[src/rtl/three_color_light_pkg.sv]
// Shared types and constants for the RGB indicator controller.
// Colour sequence, colour masks, LED bit positions and brightness level count.
package three_color_light_pkg;

  typedef enum logic [2:0] {
    MODE_OFF   = 3'd0,
    MODE_RED   = 3'd1,
    MODE_GREEN = 3'd2,
    MODE_BLUE  = 3'd3,
    MODE_WHITE = 3'd4
  } color_mode_t;

  localparam int NUM_LEVELS = 4;

  localparam int LED_RED   = 0;
  localparam int LED_GREEN = 1;
  localparam int LED_BLUE  = 2;
  localparam int LED_KEY   = 3;

  // Mask bit order is {B,G,R}, matching LED[2:0].
  function automatic logic [2:0] mode_mask(input color_mode_t mode);
    case (mode)
      MODE_RED:   return 3'b001;
      MODE_GREEN: return 3'b010;
      MODE_BLUE:  return 3'b100;
      MODE_WHITE: return 3'b111;
      default:    return 3'b000;
    endcase
  endfunction

  function automatic color_mode_t mode_next(input color_mode_t mode);
    case (mode)
      MODE_OFF:   return MODE_RED;
      MODE_RED:   return MODE_GREEN;
      MODE_GREEN: return MODE_BLUE;
      MODE_BLUE:  return MODE_WHITE;
      default:    return MODE_OFF;
    endcase
  endfunction

endpackage

[src/rtl/key_debounce.sv]
// One key: 2-flop synchroniser, hold-time debounce, and a one-cycle press pulse
// on each accepted 0->1 of the debounced level.
module key_debounce #(
  parameter int DEBOUNCE_CYCLES = 50_000
) (
  input  logic Sys_CLK,
  input  logic Sys_RST,
  input  logic key_raw,
  output logic key_level,
  output logic key_press
);

  localparam int CNT_W = $clog2(DEBOUNCE_CYCLES + 1);
  localparam logic [CNT_W-1:0] CNT_LAST = CNT_W'(DEBOUNCE_CYCLES - 1);

  logic             r_sync0;
  logic             r_sync1;
  logic [CNT_W-1:0] r_cnt;
  logic             r_level;
  logic             r_press;

  always_ff @(posedge Sys_CLK) begin
    if (Sys_RST) begin
      r_sync0 <= 1'b0;
      r_sync1 <= 1'b0;
      r_cnt   <= '0;
      r_level <= 1'b0;
      r_press <= 1'b0;
    end else begin
      r_sync0 <= key_raw;
      r_sync1 <= r_sync0;
      r_press <= 1'b0;
      if (r_sync1 == r_level) begin
        r_cnt <= '0;
      end else if (r_cnt == CNT_LAST) begin
        // Level held long enough: accept it; only rising acceptances pulse.
        r_cnt   <= '0;
        r_level <= r_sync1;
        r_press <= r_sync1;
      end else begin
        r_cnt <= r_cnt + 1'b1;
      end
    end
  end

  assign key_level = r_level;
  assign key_press = r_press;

endmodule

[src/rtl/three_color_light_ctrl.sv]
// RGB indicator: Key[0] steps the colour, Key[1] steps a 4-level PWM brightness.
// LED[3] mirrors either debounced key; all LED bits are registered.
module three_color_light_ctrl
  import three_color_light_pkg::*;
#(
  parameter int DEBOUNCE_CYCLES = 50_000,
  parameter int PWM_PERIOD      = 256
) (
  input  logic       Sys_CLK,
  input  logic       Sys_RST,
  input  logic [1:0] Key,
  output logic [3:0] LED
);

  localparam int PWM_W   = $clog2(PWM_PERIOD);
  localparam int QUARTER = PWM_PERIOD / NUM_LEVELS;
  localparam logic [PWM_W-1:0] PWM_LAST = PWM_W'(PWM_PERIOD - 1);

  logic [1:0]       w_key_level;
  logic [1:0]       w_key_press;
  color_mode_t      r_mode;
  color_mode_t      w_mode_nxt;
  logic [1:0]       r_level;
  logic [1:0]       w_level_nxt;
  logic [PWM_W-1:0] r_pwm_cnt;
  logic [PWM_W:0]   w_thresh;
  logic             w_pwm_on;
  logic [3:0]       w_led_nxt;
  logic [3:0]       r_led;

  key_debounce #(.DEBOUNCE_CYCLES(DEBOUNCE_CYCLES)) u_key_color (
    .Sys_CLK   (Sys_CLK),
    .Sys_RST   (Sys_RST),
    .key_raw   (Key[0]),
    .key_level (w_key_level[0]),
    .key_press (w_key_press[0])
  );

  key_debounce #(.DEBOUNCE_CYCLES(DEBOUNCE_CYCLES)) u_key_bright (
    .Sys_CLK   (Sys_CLK),
    .Sys_RST   (Sys_RST),
    .key_raw   (Key[1]),
    .key_level (w_key_level[1]),
    .key_press (w_key_press[1])
  );

  always_ff @(posedge Sys_CLK) begin
    if (Sys_RST) begin
      r_mode    <= MODE_OFF;
      r_level   <= 2'd3;
      r_pwm_cnt <= '0;
      r_led     <= 4'b0000;
    end else begin
      r_mode    <= w_mode_nxt;
      r_level   <= w_level_nxt;
      r_pwm_cnt <= (r_pwm_cnt == PWM_LAST) ? '0 : r_pwm_cnt + 1'b1;
      r_led     <= w_led_nxt;
    end
  end

  always_comb begin
    w_mode_nxt  = r_mode;
    w_level_nxt = r_level;
    if (w_key_press[0]) w_mode_nxt  = mode_next(r_mode);
    if (w_key_press[1]) w_level_nxt = r_level + 2'd1;
  end

  // Threshold needs one extra bit so the top level reaches the full period.
  always_comb begin
    w_thresh = (PWM_W + 1)'((32'(r_level) + 32'd1) * QUARTER);
    w_pwm_on = ({1'b0, r_pwm_cnt} < w_thresh);
  end

  always_comb begin
    w_led_nxt                   = 4'b0000;
    w_led_nxt[LED_BLUE:LED_RED] = mode_mask(r_mode) & {3{w_pwm_on}};
    w_led_nxt[LED_KEY]          = w_key_level[0] | w_key_level[1];
  end

  assign LED = r_led;

endmodule

[config.mk]
export PLATFORM = sky130hd
export DESIGN_NAME = three_color_light_ctrl
export DESIGN_NICKNAME = d
export VERILOG_FILES = /design/src/rtl/three_color_light_pkg.sv /design/src/rtl/key_debounce.sv /design/src/rtl/three_color_light_ctrl.sv
export SDC_FILE = /design/constraint.sdc
export NUM_CORES = 1
export LEC_CHECK = 0
export CAP_MARGIN = 20
export CORE_AREA = 8 8 98 100
export CTS_CLUSTER_SIZE = 20
export DETAILED_ROUTE_END_ITERATION = 8
export DIE_AREA = 0 0 106 108
export PLACE_DENSITY_LB_ADDON = 0.12
export REMOVE_ABC_BUFFERS = 1
export SLEW_MARGIN = 15
export SYNTH_ARGS = -nofsm -noshare
export SYNTH_HDL_FRONTEND = slang
export SYNTH_HIERARCHICAL = 1
export SYNTH_SLANG_ARGS = --single-unit
[constraint.sdc]
create_clock -name Sys_CLK -period 2.8 [get_ports Sys_CLK]
set_input_delay 0.7 -clock Sys_CLK [delete_from_list [all_inputs] [get_ports Sys_CLK]]
set_output_delay 0.7 -clock Sys_CLK [all_outputs]
set_load 0.03 [all_outputs]
==> results.ini <==
[detailed_routing]
postRouteAntennaNets=0
drc=0
routedWlPerCell_um=11.2
vias=1736
wirelength_mm=4.32
routed_via_density=4.50
first_pass_iters=5
first_iter_violations=39

[synth]
yosys_warnings=6
synth_area_um2=2420
synth_edf_count=0
yosysUniqueCellTypes=35
ys_seq_area_share_pct=47.2
synthArstFlopShare_pct=0
synthCells=260
synthFlopType=dfxtp_1
synth.avg_cell_area_um2=9.30
ys_ff_latch=57

[clocking]
cts_root_buf=clkbuf_8
h-tree-depth=3
cts_buffers=9
cts_resized=0
cts_buffer_depth=2
clock_sinks=57
clk_pin_slew_ns=0.07
postCtsHoldBufs=0
cts_tree=yes
post-cts-setup-buffer-count=0
clock_latency_ns=0.33

[cells_and_area]
seq_area_um2=1140
design_area_um2=2820
utilization_pct=35.0
layout_commonest_cell=dfxtp_1
layoutNonFillerInstCount=386
nets=285
antenna_cells=0
layout-drive-gt1-share_pct=9.61
syn_to_final_growth_pct=16.4
multi_input_area_um2=1220
mostFrequentLayoutCells=57 x dfxtp_1, 43 x nor2_1, 30 x xnor2_1
n_fill_cell=865

[setup_path]
worstPathCellList=clkdlybuf4s50_1
cp_max_fo=1
crit_path_start_kind=register
end_kind=output pin
cpPeakStageDelay_ns=0.66
slowest_stage=clkdlybuf4s50_1
cp.required_ns=2.10
worst-path-buf-inv=1
crit_arrival_ns=1.30
critPathTopFamily=buffers and inverters
worstSetupPathType=reg -> out

[die]
die-area_um2=11400
fp.dieH_um=108
die_x_um=106
num_rows=33
core_um2=8050
boundaryPins=8
initial_core_util_pct=30.0

[sta]
fin_tns_setup_ns=0
finalClockSkew_ns=0.00524
final.min_clock_period_ns=2.00
maxSlewHeadroom_pct=66.9
hold_viol=0
fin_crit_sh_pct=71.3
fmax_mhz=501
tightest_slew_ns=0.495
grt_setup_unrepaired=false
setup_viol=0
timing.final.ws_setup_ns=0.804
finalMaxSlewViolations=0
whs_ns=0.441

[place]
dpl.hpwl_mm=2.98
port_buffers=7
place_area_um2=2610
dpl.cell_count=370
gp_congestion=0.722
place_ws_ns=0.731

[power_and_ir_drop]
power.total_mw=1.65
leakage_nw=0.877
p_per_area_nw_per_um2=585
ir_drop_mv=0.188

[status]
status=finished clean

[job]
maxCapViolCount=0

[grt]
track_usage_pct=8.41
first_global_vias=1712
grt_overflow=0
antenna_found_initial=0
grt_first_pass_wirelength_mm=7.78
grt_max_degree=15

[worst_hold_path]
hold_class=reg -> reg

## routing by layer
| metal | global-route usage, % | share of wire [%] | vias to the layer above |
|---|---|---|---|
| li1 | - | - | 936 |
| met1 | 9.99 | 52 | 774 |
| met2 | 12.8 | 44 | 18 |
| met3 | 2.38 | 2.7 | 8 |
| met4 | 6.33 | 2.1 | 0 |
| met5 | 0 | 0 | - |
## worst register-to-register path, stage by stage, from the launching register on
cell,delay (ns)
dfxtp_1,0.37
ha_1,0.21
nand3_2,0.16
nand4b_1,0.34
nand2_1,0.47
nor2_1,0.10
## logic make-up (layout without fill, tap and decap cells)
family          count (synthesis)  in the layout  share of synthesized area, %
buf+inv                        13             34                          2.38
mux                             4              4                          1.66
flops                          57             57                          47.2
fa+ha+maj                       5              5                          2.59
xor+xnor                       34             34                          12.3
compound gates                 14             14                          3.67
simple gates                  133            133                          30.2
## state kept, by name (all words and copies together), names as in the netlist
signal,count
u_key_color/key_press,1
u_key_bright/r_sync1,1
r_mode,3
LED,4
u_key_bright/key_press,1
r_pwm_cnt,8
u_key_bright/r_sync0,1
r_level,2
u_key_bright/r_cnt,16
u_key_bright/key_level,1
u_key_color/r_sync1,1
u_key_color/r_sync0,1
u_key_color/key_level,1
u_key_color/r_cnt,16
## area by class of cell
cell class              instances  area share (%)
clock inverters                 6            2.36
clock buffers                  10            4.89
multi-input cells             190            43.3
flip-flops and latches         57            40.5
repair buffers                  9            3.02
well taps                     105            4.67
inverters                       9            1.20
## Yosys cell counts, drive strengths merged (6+ instances only)
master | instances | area share (%)
nor4 | 6 | 1.6
xnor2 | 30 | 11
nand4 | 6 | 1.6
nor2 | 43 | 6.7
dfxtp | 57 | 47
nand2 | 17 | 2.6
nand3 | 14 | 3.8
nor3 | 12 | 2.5
inv | 9 | 1.4
## where the power goes
part	leakage [nW]	internal, mW	switching, mW	total [mW]
sequential	0.461	0.821	0.0105	0.831
clock	0.0949	0.436	0.345	0.781
combinational	0.321	0.0162	0.0202	0.0364
## worst paths after layout
path	cells after the start	from	end	slack [ns]
max	1	LED[3]	LED[3]	0.80
min	1	u_key_bright/r_sync0	u_key_bright/r_sync1	0.44
min reg2reg	1	u_key_bright/r_sync0	u_key_bright/r_sync1	0.44
max reg2reg	5	u_key_color/r_cnt[0]	u_key_color/r_cnt[12]	1.03
No activity file was read; power rests on OpenSTA's default activity.
